`src/rtl/xbar_collect.sv`:
```
// Return path of the PE crossbar: captures one result batch from all PEs and
// streams its non-empty OUT_BW-lane chunks to the output buffer in ascending order.
module xbar_collect #(
    parameter int DATA_TYPE = 16,
    parameter int NUM_PES   = 64,
    parameter int OUT_BW    = 16,
    parameter int LOG2_PES  = 6
) (
    input  logic                          clk,
    input  logic                          rst,
    input  logic [NUM_PES*DATA_TYPE-1:0]  i_data_bus,
    input  logic [NUM_PES-1:0]            i_valid_bus,
    input  logic                          i_vld,
    output logic                          o_rdy,
    output logic [OUT_BW*DATA_TYPE-1:0]   o_data,
    output logic [OUT_BW-1:0]             o_lane_vld,
    output logic [LOG2_PES-1:0]           o_chunk,
    output logic                          o_vld,
    input  logic                          i_rdy,
    output logic                          o_last,
    output logic                          o_done
);

    localparam int NUM_CHUNKS = NUM_PES / OUT_BW;
    localparam int CHUNK_W    = OUT_BW * DATA_TYPE;
    localparam logic [LOG2_PES-1:0] LAST_CHUNK = LOG2_PES'(NUM_CHUNKS - 1);

    typedef enum logic {IDLE, DRAIN} state_t;

    state_t                         state, state_nxt;
    logic [NUM_PES*DATA_TYPE-1:0]   data_p0;
    logic [NUM_PES-1:0]             slot_vld_p0;
    logic [LOG2_PES-1:0]            ptr, ptr_nxt;
    logic                           done_q, done_nxt;
    logic                           capture;
    logic                           beat;
    logic [OUT_BW-1:0]              mask;
    logic [CHUNK_W-1:0]             chunk_data;
    logic [NUM_CHUNKS-1:0]          chunk_any;
    logic                           later_any;

    // Capture stage: batch registers, chunk pointer and done pulse
    always_ff @(posedge clk or negedge rst) begin
        if (!rst) begin
            state       <= IDLE;
            ptr         <= '0;
            done_q      <= 1'b0;
            data_p0     <= '0;
            slot_vld_p0 <= '0;
        end else begin
            state  <= state_nxt;
            ptr    <= ptr_nxt;
            done_q <= done_nxt;
            if (capture) begin
                data_p0     <= i_data_bus;
                slot_vld_p0 <= i_valid_bus;
            end
        end
    end

    // Select the chunk under the pointer and look ahead for any later valid slot
    always_comb begin
        mask       = '0;
        chunk_data = '0;
        chunk_any  = '0;
        later_any  = 1'b0;
        for (int c = 0; c < NUM_CHUNKS; c++) begin
            chunk_any[c] = |slot_vld_p0[c*OUT_BW +: OUT_BW];
            if (LOG2_PES'(c) == ptr) begin
                mask       = slot_vld_p0[c*OUT_BW +: OUT_BW];
                chunk_data = data_p0[c*CHUNK_W +: CHUNK_W];
            end
            if (LOG2_PES'(c) > ptr) begin
                later_any = later_any | chunk_any[c];
            end
        end
    end

    // Drain stage: FSM next state and beat outputs
    always_comb begin
        state_nxt  = state;
        ptr_nxt    = ptr;
        done_nxt   = 1'b0;
        capture    = 1'b0;
        beat       = 1'b0;
        o_rdy      = 1'b0;
        o_vld      = 1'b0;
        o_lane_vld = '0;
        o_data     = '0;
        o_chunk    = '0;
        o_last     = 1'b0;
        case (state)
            IDLE: begin
                o_rdy = 1'b1;
                if (i_vld) begin
                    capture   = 1'b1;
                    ptr_nxt   = '0;
                    state_nxt = DRAIN;
                end
            end
            DRAIN: begin
                beat       = |mask;
                o_vld      = beat;
                o_lane_vld = mask;
                o_chunk    = ptr;
                o_last     = beat && !later_any;
                for (int j = 0; j < OUT_BW; j++) begin
                    o_data[j*DATA_TYPE +: DATA_TYPE] =
                        mask[j] ? chunk_data[j*DATA_TYPE +: DATA_TYPE] : '0;
                end
                // Empty chunks advance unconditionally as one-cycle bubbles
                if ((beat && i_rdy) || !beat) begin
                    ptr_nxt = ptr + LOG2_PES'(1);
                    if (ptr == LAST_CHUNK) begin
                        state_nxt = IDLE;
                        done_nxt  = 1'b1;
                    end
                end
            end
            default: state_nxt = IDLE;
        endcase
    end

    assign o_done = done_q;

endmodule

```
`config.mk`:
```
export PLATFORM = sky130hd
export DESIGN_NAME = xbar_collect
export DESIGN_NICKNAME = d
export VERILOG_FILES = /design/src/rtl/xbar_collect.sv
export SDC_FILE = /design/constraint.sdc
export NUM_CORES = 2
export LEC_CHECK = 0
export ABC_AREA = 1
export CORE_AREA = 4 4 529 531
export CTS_CLUSTER_DIAMETER = 120
export DETAILED_ROUTE_END_ITERATION = 8
export DIE_AREA = 0 0 533 535
export PLACE_DENSITY = 0.34
export SETUP_SLACK_MARGIN = 0.3
export SLEW_MARGIN = 25
export SYNTH_ARGS = -nofsm -noshare
export SYNTH_HDL_FRONTEND = slang
export SYNTH_SLANG_ARGS = --single-unit
```
`constraint.sdc`:
```
create_clock -name clk -period 3.98 [get_ports clk]
set_clock_uncertainty 0.1 [all_clocks]
set_input_delay 0.796 -clock clk [delete_from_list [all_inputs] [get_ports clk]]
set_output_delay 0.796 -clock clk [all_outputs]
set_load 0.005 [all_outputs]
```
---- Word level (Yosys, flattened, before mapping) ----
Index checks and enable logic that the tools add are counted.
W data, S select, Z words.
cells by class
  add/sub/neg operators ................... 1
  $mul .................................... 0
  divide/modulo/power cells ............... 0
  order comparisons ....................... 4
  eq/ne operators ......................... 6
  shift-type cells ........................ 0
  multiplexer cells ....................... 45
  bitwise gates (word level) .............. 4
  reductions and logical operators ........ 12
operators with widths
  operator               number
  $mux W256              5
  $mux W16               21
  $reduce_or A16 Y1      5
  $mux W6                3
  $mux W1                14
  $eq A2 B6 Y1 const A   2
  $gt A1 B6 Y1 const A   2
  $gt A2 B6 Y1 const A   2
  $pmux W6 S2            1
  $add A6 B1 Y6 const B  1
  $eq A1 B6 Y1 const A   1
  $eq A6 B2 Y1 const B   1
  $logic_not A6 Y1       1
  $or A1 B1 Y1           3
  $logic_and A1 B1 Y1    2
  $logic_not A1 Y1       2
  $ne A2 B1 Y1 const B   1
  $ne A2 B2 Y1 const B   1
  $pmux W1 S2            1
  $reduce_and A2 Y1      1
  $logic_or A1 B1 Y1     1
  $not A1 Y1             1
storage, ports and cells
  flip-flop bits (word level) ............. 1,096
  latch bits .............................. 0
  bits in writable memories ............... 0
  bits in read-only memories .............. 0
  bits of input ports ..................... 1,092
  memories ................................ 0

---- Longest topological paths before layout ----
  depth in word-level cells ............... 11
  gate-level depth with buffers ........... 17
  mapped depth without buffers ............ 16

---- Least setup slack after synthesis ----
Ideal clock, no wire load.
  kind .................................... reg-to-output
  start point ............................. register ptr[0]
  end point ............................... output port o_data[231]
  arrival ................................. 1,920 ps
  data required time ...................... 3,084 ps
  slack ................................... 1,164 ps
  stages on the path, launching flop included .. 12
  path through ............................ dfrtp_1 > inv_2 > ha_1 > nand2_2 > nor2_4 > inv_2 > buf_2 > clkbuf_1 > buf_1 > nand3_1 > o211ai_1 > a21oi_1
on the way
  cells in the longest elaborated chain, start to end .. 7
RTL lines
  what                                                        RTL line  text
  start: declaration                                          33        logic [LOG2_PES-1:0] ptr, ptr_nxt;
  start signal: assignment                                    52        ptr <= ptr_nxt;
  $logic_not A6 Y1                                            69        if (LOG2_PES'(c) == ptr) begin
  $mux W256 / $mux W16 (equally long branches) (4 in series)  69
  $mux W16 *                                                  109       mask[j] ? chunk_data[j*DATA_TYPE +: DATA_TYPE] : '0;
  $mux W256 *                                                 92        case (state)
  end: declaration                                            15        output logic [OUT_BW*DATA_TYPE-1:0] o_data,
Mark *: on every way between the ends. The rest lies on a longest branch, timed or not.

---- Worst setup path after layout ----
  start point ............................. register ptr[1]
  end point ............................... output port o_data[80]
Same word-level chain as after synthesis.

==> results <==
- The clock network latency to the later pin of the worst-skew pair is 0.80 ns.
- Summing the areas of all fa, ha and maj instances in the mapped netlist gives 0.0997% of the synthesized area.
- For this run, design rule violations remaining after detail routing come to 0.
- The number of nets with antenna violations after detailed routing is 0.
- In this run the worst path has a maximum fanout of 7.
- The worst path arrival time is 3.29 ns.
- The biggest area contributor in the post-synthesis netlist is sky130_fd_sc_hd__dfrtp_1.
- Clock tree synthesis selected as its root buffer the cell sky130_fd_sc_hd__clkbuf_16.
- The final route contains roughly 44000 vias.
- The xor and xnor fraction of the mapped netlist area is less than 1%.
- The die extent in y is approximately 540 µm.
- After synthesis, the mean cell area works out to 11.4 µm².
- The post-placement setup slack is -0.188 ns.
- The critical path contains buffers and inverters numbering 8 combined.
- The count of endpoints failing setup in the final report is 88.
- The transition time at the pin with the least slew margin is 0.954 ns.
- The number of stages on the worst setup path is 12.
- Wires add up to 309000 µm.
- The number of H-tree levels is 4.
- The run finished, with violations left.
- The finished layout holds 10300 standard cells, fillers aside.
- The total of max-cap violations is 0.
- The largest net degree at the start of global routing is 91.
- The initial antenna violation count came to 219.
- The cell family contributing the most delay on the critical path is buffers and inverters.
- The proportion of layout cells with a drive suffix above 1 is 43.8%.
- Counting instances, the worst hold path has a depth of 1.
- In this run the critical register-to-register path is captured at state$_DFF_PN0_.
- The count of final max-slew check failures was 0.
- The remaining global-route overflow is 0.
- The filler cell count in the final layout is 28500.
- For the worst setup path, the data required time is 3.08 ns.
- The iteration count of the initial detailed-routing pass is 5.
- The fraction of synthesized cell area taken by the top area cell type is 54.6%.
- The number of cells after detailed placement is 9466.
- The path class of the tightest hold or removal check is reg2reg.
- Measured against its own limit, the worst slew margin works out to 36.4%.
- The worst setup path is launched from a flop.
- The compound-gate portion of the synthesized area is 7.80%.
- The peak supply drop is 0.340 mV.
- The critical-path cell with the highest stage delay is sky130_fd_sc_hd__a211oi_4.
- Setup repair after global routing could not meet its margin everywhere.
- Power spread over the standard cell area amounts to 519 nW/µm².
- The synthesis-to-layout area growth is 69.9%.
- The number of enable-type register cells in the synthesized netlist is 0.
- The number of primary I/O pins is 1374.
- The initialized floorplan defines a little under 200 standard-cell rows.
- Summed over all nets, the half-perimeter wirelength after detailed placement is 215000 µm.
- In this design, the stage delay of the slowest critical-path cell is 0.45 ns.
- The analysis attributes to cell leakage a power of 38.1 nW.
- The critical path goes through buf_4 -> ha_4 -> inv_8 -> nor2_8 -> buf_12 -> buf_12 -> clkbuf_16 -> buf_4 -> buf_4 -> a21oi_1 -> a211oi_4 -> buf_12.
- The final-report hold violation count is 0.
- After clock tree synthesis, the clock-pin slew on the worst setup and hold paths is 0.05 ns.
- After layout, the worst setup slack is -0.205 ns.
- The depth of the worst register-to-register path is 17.
- In the synthesized netlist the dominant register cell turns out to be sky130_fd_sc_hd__dfrtp_1.
- In the synthesized netlist, mux cells make up roughly a quarter of the area.
- The post-synthesis simple-gate area fraction is 10.4%.
- The number of warning messages in the yosys log is 0.
- The CTS sink count is 1096.
- The top achievable clock speed is 0.239 GHz.
- The detail-routed via count per cell is 4.31.
- The CTS tree is built.
- The region available for standard cell placement spans 276000 µm².
- In this run, CTS created clock tree buffers numbering around 160.
- The post-layout net count is 7484.
- The post-synth net total is 5513.
- The startpoint of the lowest-slack register-to-register path is ptr[1]$_DFFE_PN0P_.
- In this run the tool buffered the top-level ports with 1373 buffer cells.
- Ranked by total cell area, the synthesized netlist is headed by sky130_fd_sc_hd__dfrtp_1, sky130_fd_sc_hd__mux2_2, sky130_fd_sc_hd__nand2_1, sky130_fd_sc_hd__nand3_1, sky130_fd_sc_hd__o211ai_1.
- The die covers 285000 µm².
- In this run the deepest clock path goes through 4 buffers.
- The setup TNS after final layout is -5.38 ns.
- After synthesis, the share of flip-flops with an asynchronous set or reset is 100%.
- In this run, the number of DRC markers left after iteration 0 of detailed routing was 2269.
- The utilization after layout is 31.0%.
- The final weighted congestion of routability-driven global placement is 0.820.
- The worst setup path is captured at an output port.
- Global routing used 19.8% of the available tracks.
- The post-synthesis sequential area ratio is between 50% and 60%.
- Across the whole layout, storage elements account for roughly 27000 µm².
- The floorplan step set the die width to 533 µm.
- Leaving out fill and tap cells, the most frequent cells in the layout are sky130_fd_sc_hd__clkdlybuf4s50_1, sky130_fd_sc_hd__dfrtp_1, sky130_fd_sc_hd__mux2_2.
- After detailed routing, the average wire length per cell comes to 30.0 µm.
- Synthesis handed over a netlist of approximately 4400 instances.
- The share of the clock period used by the worst path after layout is 105%.
- Leaving out fill and tap cells, the most frequent cell in the layout is sky130_fd_sc_hd__clkdlybuf4s50_1.
- The launch point of the worst hold path is data_p0[398]$_DFFE_PN0P_.
- The most critical setup path has its endpoint at o_data[80].
- The number of global-route vias before repair came to roughly 46000.
- The start point of the critical path is ptr[1]$_DFFE_PN0P_.
- Summing every instance area after synthesis gives 50200 µm².
- The count of state elements after synthesis is 1096.
- The initial core utilization is between 10% and 20%.
- The checks that failed: negative setup slack.
- The multi-input combinational cell area is 23900 µm².
- The critical path class is reg2out.
- The combinational family with the most area after synthesis is multiplexers.
- The register-to-register setup slack is roughly 1.1 ns.
- The tightest hold path in the finished design has a slack of around 0.40 ns.
- The wire length of the first global-routing pass is about 400000 µm.
- The number of different library cells used by synthesis comes to 30.
- Counting I/O delays and the setup requirement, the final critical path takes 4.18 ns.
-- cell usage after synthesis, types with 4 or more instances --
cell type,number
sky130_fd_sc_hd__buf_2,105
sky130_fd_sc_hd__dfrtp_1,1096
sky130_fd_sc_hd__o22ai_1,8
sky130_fd_sc_hd__mux2_2,1049
sky130_fd_sc_hd__nand2_1,615
sky130_fd_sc_hd__nor4_1,9
sky130_fd_sc_hd__nand4_1,13
sky130_fd_sc_hd__nor2_4,4
sky130_fd_sc_hd__nand3_1,430
sky130_fd_sc_hd__buf_1,33
sky130_fd_sc_hd__nor2_1,130
sky130_fd_sc_hd__a211oi_1,51
sky130_fd_sc_hd__o21ai_0,8
sky130_fd_sc_hd__clkbuf_1,206
sky130_fd_sc_hd__o211ai_1,248
sky130_fd_sc_hd__inv_2,6
sky130_fd_sc_hd__ha_1,4
sky130_fd_sc_hd__inv_1,68
sky130_fd_sc_hd__buf_4,6
sky130_fd_sc_hd__a21oi_1,313
-- worst min-delay path by stage --
stage,end,slack [ns]
floorplan,data_p0[529]$_DFFE_PN0P_,0.38
CTS,data_p0[676]$_DFFE_PN0P_,0.38
finish,data_p0[398]$_DFFE_PN0P_,0.40
global route,data_p0[940]$_DFFE_PN0P_,0.41
global placement,data_p0[428]$_DFFE_PN0P_,0.39
detailed placement,data_p0[649]$_DFFE_PN0P_,0.39
-- per-stage QoR --
stage	instance area, µm²	power, mW
floorplan	50200	23.9
finish	85300	44.2
global placement	70900	28.6
detailed placement	70900	28.9
global route	85200	46.7
CTS	78700	43.8
-- layer usage --
| layer | GRT usage [%] | share of wire (%) | vias up |
|---|---|---|---|
| met5 | 0 | 0.32 | - |
| met4 | 7.40 | 3.1 | 154 |
| met3 | 7.10 | 7.9 | 557 |
| met2 | 31.5 | 46 | 1487 |
| met1 | 24.7 | 42 | 22400 |
| li1 | - | - | 19700 |
-- worst register-to-register path, cell delays in order (launching register included) --
cell	delay [ns]
sky130_fd_sc_hd__dfrtp_2	0.44
sky130_fd_sc_hd__buf_4	0.16
sky130_fd_sc_hd__ha_4	0.16
sky130_fd_sc_hd__inv_8	0.06
sky130_fd_sc_hd__nor2_8	0.25
sky130_fd_sc_hd__buf_12	0.18
sky130_fd_sc_hd__a21oi_1	0.05
sky130_fd_sc_hd__nand2_1	0.08
sky130_fd_sc_hd__nand2_1	0.07
sky130_fd_sc_hd__nor2_1	0.16
sky130_fd_sc_hd__nand2_2	0.12
sky130_fd_sc_hd__nor2_4	0.11
sky130_fd_sc_hd__nand2_2	0.09
sky130_fd_sc_hd__buf_4	0.15
sky130_fd_sc_hd__nand2_4	0.08
sky130_fd_sc_hd__nand2_4	0.10
sky130_fd_sc_hd__nor2_2	0.27
sky130_fd_sc_hd__nor2_1	0.07
-- area by class of cell --
type / instances / share of cell area [%]
sequential: 1096 / 32.2
inverter: 74 / 0.425
clock buffer: 245 / 5.53
multi-input combinational: 2897 / 28.0
antenna: 85 / 0.249
tap: 3705 / 5.44
timing repair inverter: 3 / 0.0499
clock inverter: 32 / 0.427
timing repair buffer: 2157 / 27.7
-- cells by family after synthesis --
group | after synthesis
XOR/XNOR | 2
buffers and inverters | 426
flip-flops | 1096
multiplexers | 1049
adder cells (fa/ha/maj) | 4
AND/OR/NAND/NOR | 1210
AO/OA/AOI/OAI | 630
-- state kept, by name, summed over array words and instances, names as in the netlist --
| name | count |
|---|---|
| state | 1 |
| slot_vld_p0 | 64 |
| o_done | 1 |
| data_p0 | 1024 |
| ptr | 6 |
-- power by group --
part	total, mW	internal [mW]	leakage (nW)	switching [mW]
clock	14.1	8.46	2.49	5.60
sequential	19.3	16.2	13.9	3.14
combinational	10.9	6.22	21.7	4.64
total	44.2	30.9	38.1	13.4
-- timing repair --
action	4_1_cts	5_1_grt
hold buffers	1	0
pin swaps	84	296
setup buffers	107	285
setup endpoints to repair	280	281
gates cloned	28	45
gates resized for setup	589	1282
hold endpoints to repair	36	0
Note: power is estimated with default switching activity, not from simulation.
